$ cat src/rtl/i8008_state_seq.sv
// i8008_state_seq: machine-state sequencer for the i8008 core.
// Produces the per-clock T-state code and tracks the machine-cycle index,
// the cycle type, READY wait states, HLT stop and interrupt acknowledge.
//
// Ports:
//   clk        core clock; all state changes on the rising edge
//   rst_n      asynchronous active-low reset
//   ready      memory/IO ready, sampled in T2 and WAIT
//   intr       level interrupt request, latched into a pending flag
//   cyc_len    machine-cycle length, sampled in T3 (01:T3, 10:T4, else T5)
//   cyc_last   current cycle is the instruction's last, sampled at cycle end
//   halt       decoded HLT, honoured only in T3 of cycle 0
//   next_type  cycle type for the next non-first cycle, sampled with cyc_last
//   state      current T-state code
//   cyc_idx    machine-cycle index within the instruction
//   cyc_type   current cycle type (PCI/PCR/PCC/PCW)
//   int_ack    high through a cycle that was started by T1I
//   sync       toggles every clock
module i8008_state_seq (
  input  logic       clk,
  input  logic       rst_n,
  input  logic       ready,
  input  logic       intr,
  input  logic [1:0] cyc_len,
  input  logic       cyc_last,
  input  logic       halt,
  input  logic [1:0] next_type,
  output logic [2:0] state,
  output logic [1:0] cyc_idx,
  output logic [1:0] cyc_type,
  output logic       int_ack,
  output logic       sync
);

  localparam int unsigned STATE_W = 3;
  localparam int unsigned IDX_W   = 2;
  localparam int unsigned TYPE_W  = 2;
  localparam int unsigned LEN_W   = 2;

  localparam logic [STATE_W-1:0] T1      = 3'b010;
  localparam logic [STATE_W-1:0] T1I     = 3'b011;
  localparam logic [STATE_W-1:0] T2      = 3'b001;
  localparam logic [STATE_W-1:0] WAIT    = 3'b000;
  localparam logic [STATE_W-1:0] T3      = 3'b100;
  localparam logic [STATE_W-1:0] STOPPED = 3'b110;
  localparam logic [STATE_W-1:0] T4      = 3'b111;
  localparam logic [STATE_W-1:0] T5      = 3'b101;

  localparam logic [TYPE_W-1:0] PCI     = 2'b00;
  localparam logic [LEN_W-1:0]  LEN_T3  = 2'b01;
  localparam logic [LEN_W-1:0]  LEN_T4  = 2'b10;
  localparam logic [IDX_W-1:0]  IDX_MAX = 2'd2;

  logic [STATE_W-1:0] state_q, state_d;
  logic [IDX_W-1:0]   idx_q, idx_d;
  logic [TYPE_W-1:0]  type_q, type_d;
  logic [LEN_W-1:0]   len_q, len_d;
  logic               ack_q, ack_d;
  logic               pend_q, pend_d;
  logic               sync_q;

  // Interrupt counts as pending if latched earlier or asserted on this edge.
  logic pend_now;
  logic end_of_cycle;

  assign pend_now = pend_q | intr;

  // State and bookkeeping registers.
  always_ff @(posedge clk or negedge rst_n) begin
    if (!rst_n) begin
      state_q <= T1;
      idx_q   <= '0;
      type_q  <= PCI;
      len_q   <= '0;
      ack_q   <= 1'b0;
      pend_q  <= 1'b0;
      sync_q  <= 1'b0;
    end else begin
      state_q <= state_d;
      idx_q   <= idx_d;
      type_q  <= type_d;
      len_q   <= len_d;
      ack_q   <= ack_d;
      pend_q  <= pend_d;
      sync_q  <= ~sync_q;
    end
  end

  // Next T-state; flags the last T-state of a machine cycle.
  always_comb begin
    state_d      = state_q;
    end_of_cycle = 1'b0;
    case (state_q)
      T1, T1I:  state_d = T2;
      T2, WAIT: state_d = ready ? T3 : WAIT;
      T3: begin
        // Halt takes priority over cycle length and last-cycle decode.
        if (halt && (idx_q == '0)) begin
          state_d = STOPPED;
        end else if (cyc_len == LEN_T3) begin
          end_of_cycle = 1'b1;
        end else begin
          state_d = T4;
        end
      end
      T4: begin
        if (len_q == LEN_T4) begin
          end_of_cycle = 1'b1;
        end else begin
          state_d = T5;
        end
      end
      T5:      end_of_cycle = 1'b1;
      STOPPED: if (pend_now) state_d = T1I;
      default: state_d = T1;
    endcase
    // Interrupts are only taken between instructions.
    if (end_of_cycle) begin
      state_d = (cyc_last && pend_now) ? T1I : T1;
    end
  end

  // Next values for cycle index, type, ack, pending flag and latched length.
  always_comb begin
    idx_d  = idx_q;
    type_d = type_q;
    ack_d  = ack_q;
    len_d  = len_q;
    pend_d = pend_now;
    if (state_q == T3) begin
      len_d = cyc_len;
    end
    if (state_d == T1I) begin
      idx_d  = '0;
      type_d = PCI;
      ack_d  = 1'b1;
      pend_d = 1'b0;
    end else if (end_of_cycle) begin
      ack_d = 1'b0;
      // A non-last cycle at the maximum index wraps to a fresh PCI cycle.
      if (cyc_last || (idx_q == IDX_MAX)) begin
        idx_d  = '0;
        type_d = PCI;
      end else begin
        idx_d  = idx_q + IDX_W'(1);
        type_d = next_type;
      end
    end
  end

  assign state    = state_q;
  assign cyc_idx  = idx_q;
  assign cyc_type = type_q;
  assign int_ack  = ack_q;
  assign sync     = sync_q;

endmodule

$ cat config.mk
export PLATFORM = sky130hd
export DESIGN_NAME = i8008_state_seq
export DESIGN_NICKNAME = d
export VERILOG_FILES = /design/src/rtl/i8008_state_seq.sv
export SDC_FILE = /design/constraint.sdc
export NUM_CORES = 1
export LEC_CHECK = 0
export ABC_CLOCK_PERIOD_IN_PS = 2100
export CORE_MARGIN = 2
export CORE_UTILIZATION = 40
export CTS_CLUSTER_SIZE = 12
export DETAILED_ROUTE_END_ITERATION = 8
export PLACE_DENSITY_LB_ADDON = 0.15
export SLEW_MARGIN = 20
export SYNTH_ARGS = -nofsm -noshare
export SYNTH_HDL_FRONTEND = slang
export SYNTH_SLANG_ARGS = --single-unit
$ cat constraint.sdc
create_clock -name clk -period 2.1 [get_ports clk]
set_input_delay 0.42 -clock clk [delete_from_list [all_inputs] [get_ports clk]]
set_output_delay 0.42 -clock clk [all_outputs]
set_load 0.05 [all_outputs]
==> metrics.md, run 1 <==
| Metric | Value |
|---|---|
| Status | `finished, final reports clean` |
| Die area | `1830 µm²` |
| CTS tree | `yes` |
| Synthesized cell area | `603 µm²` |
| Hold Fails Final Rpt | `0` |
| FF-to-FF setup slack | `0.70 ns` |
| Yosys warnings | `0` |
| H-tree depth | `1` |
| Setup Buffers After CTS | `0` |
| Critical Path Fanout Max | `8` |
| Fin crit share | `0.955` |
| Final Skew | `0.00405 ns` |
| Vias in the first global route | `501` |
| Worst path arrival time | `1.58 ns` |
| Flops & latches, synth | `12` |
| WL final | `1200 µm` |
| Via count | `476` |
| Hold Path Sink | `sync` |
| # rows | `14` |
| DR iter-0 viols | `10` |
| Die X | `42.8 µm` |
| Setup violations, final | `0` |
| Clock sinks | `12` |
| Met3 Use GR | `0.0383` |
| MaxCap Viol Count | `0` |
| Startpoint types | `flop` |
| 1st-pass router iterations | `3` |
| Asr flop ratio synth | `1.00` |
| Hold_buf cts | `0` |
| Chip height | `42.8 µm` |
| Area of the core | `1450 µm²` |
| # IOs | `19` |
| Hold path startpoint | `sync` |
| Dpl ws | `0.383 ns` |
| Post-DRT Antenna Nets | `0` |
| Critical path class | `reg2out` |
| Fin nets | `93` |
| Max_slew headroom | `0.638` |
| Area growth, synth to finish | `36.9%` |
| Worst-margin pin slew | `0.541 ns` |
| GRT Total Usage | `0.157` |
| Root buf cell | `clkbuf_4` |
| Clock buffer depth | `2` |
| DR WL/cell | `12.5 µm` |
| Main synth FF type | `dfrtp_1` |
| Syn_area_per_cell | `10.2 µm²` |
| Global-route wire length before repair | `2140 µm` |
| Largest net degree at the start of global routing | `13` |
| Global route total overflow | `0` |
| GR Util met1 | `0.198` |
| Syn Inst Count | `59` |
| Peak Freq | `0.499 GHz` |
| Tmin final | `2.00 ns` |
| Most Used Layer, Global Route | `met2` |
| GP Congestion | `0.691` |
| Initial core utilization | `0.415` |
| Diode count | `0` |
| Clk_lat worst skew | `0.26 ns` |
| Antenna violations before repair | `0` |
| Sum Neg Setup Slack | `0 ns` |
| Netlist cell types | `23` |
| WHS | `0.420 ns` |
| Post-CTS sizing | `0` |
| Worst r2r path cells | `5` |
| Placed cell count | `92` |
| Most frequent cells after synthesis | `11 x dfrtp_1, 11 x nand2_1, 6 x inv_1` |
| Port bufs | `18` |
| Worst Path Required | `1.68 ns` |
| VDD IR max | `0.000678 V` |
| Post-DP HPWL | `891 µm` |
| Crit end category | `output pin` |
| RSZ-0062 raised after global routing | `false` |
| Seq/Total Area, Yosys | `0.500` |
| Post-Layout Cell Count | `96` |
| Largest delay share family, worst path | `buffers and inverters` |
| Power Total | `1.33 mW` |
| P_leak | `0.367 nW` |
| Largest stage delay, worst path | `0.85 ns` |
| Hold path cells | `1` |
| Yosys top cell by area | `dfrtp_1` |
| Hold Path Class | `reg2reg` |
| Crit path buf inv count | `1` |
| Slowest cell on crit path | `clkdlybuf4s50_1` |
| Setup ws final | `0.0954 ns` |
| Grt met2 use | `0.248` |
| Clk slew on worst S/H paths | `0.08 ns` |
| Synth area leaders | `dfrtp_1 46%, mux2i_1 8.3%, nand2_1 6.8%, dfstp_2 4.4%, ha_1 4.1%` |
| Layout cells sized above 1 | `0.150` |
| Worst R2R End | `int_ack` |
| Synth Net Count | `71` |
| Num CTS Buffers | `3` |
| Vias/cell | `4.96` |
| Drt drc | `0` |
| Slew Viols, Final | `0` |
| Post-synth top area share | `0.456` |
| PD cells | `1610 nW/µm²` |
| Post-synth EDFFs | `0` |
| Worst path cell trace | `clkdlybuf4s50_1` |
| FF-to-FF Start | `cyc_idx[0]` |
-- flip-flops by register name (all words and copies together) (netlist names) --
name and cells:
cyc_idx 2, cyc_type 2, int_ack 1, len_q 2, pend_q 1, state 3
sync 1
-- per-layer routing --
| metal | part of all wire | vias up | routed length, µm |
|---|---|---|---|
| met3 | 0.049 | 2 | 59 |
| li1 | - | 240 | - |
| met1 | 0.47 | 224 | 563 |
| met2 | 0.47 | 10 | 565 |
| met4 | 0.011 | 0 | 13 |
| met5 | 0 | - | 0 |
-- worst max path at each step --
| stage | startpoint | end | depth (start not counted) |
|---|---|---|---|
| finish | state[2] | state[2] | 1 |
| global route | state[2] | state[2] | 1 |
| CTS | state[2] | state[2] | 1 |
| detailed placement | cyc_len[1] | int_ack | 5 |
| global placement | state[2] | state[2] | 1 |
| floorplan | cyc_idx[0] | int_ack | 6 |
-- power by group --
group / internal, mW / switching [mW] / total, mW / leakage [nW]
Sequential: 0.336 / 0.0972 / 0.433 / 0.142
Clock: 0.105 / 0.0750 / 0.180 / 0.0210
Combinational: 0.278 / 0.441 / 0.719 / 0.203
-- placed cells by master (no fill, tap or decap), types with 2 or more instances in the layout --
| cell type | instances |
|---|---|
| nand2_1 | 11 |
| clkbuf_4 | 3 |
| mux2i_1 | 5 |
| clkdlybuf4s50_1 | 17 |
| nor2_1 | 2 |
| a21oi_1 | 3 |
| o21ai_0 | 3 |
| inv_1 | 6 |
| nor2b_1 | 2 |
| ha_1 | 2 |
| dfrtp_1 | 11 |
-- cell type report --
type	instances	area [µm²]
fillers	132	628
flip-flops and latches	12	302
multi-input cells	40	268
repair buffers	18	178
clock buffers	4	36.3
inverters	6	22.5
well taps	16	20.0
-- per-stage QoR --
| stage | util | area [µm²] |
|---|---|---|
| 2_1_floorplan | - | 603 |
| 3_3_place_gp | 0.543 | 790 |
| 3_5_place_dp | 0.543 | 790 |
| 4_1_cts | 0.568 | 826 |
| 5_1_grt | 0.568 | 826 |
| 6_report | 0.568 | 826 |
-- logic make-up after synthesis --
family / count (synthesis) / share of synthesized area
compound gates: 12 / 0.137
fa+ha+maj: 2 / 0.0415
buf+inv: 7 / 0.0560
flops: 12 / 0.500
mux: 6 / 0.102
simple gates: 20 / 0.164
Power figures use the tool's default switching activity.
==> inputs of run 2 (changes only) <==
Settings changed: CAP_MARGIN set to 25.
==> results of run 2 <==
Same layout as run 1: the final DEF is identical, and so are final timing and power.
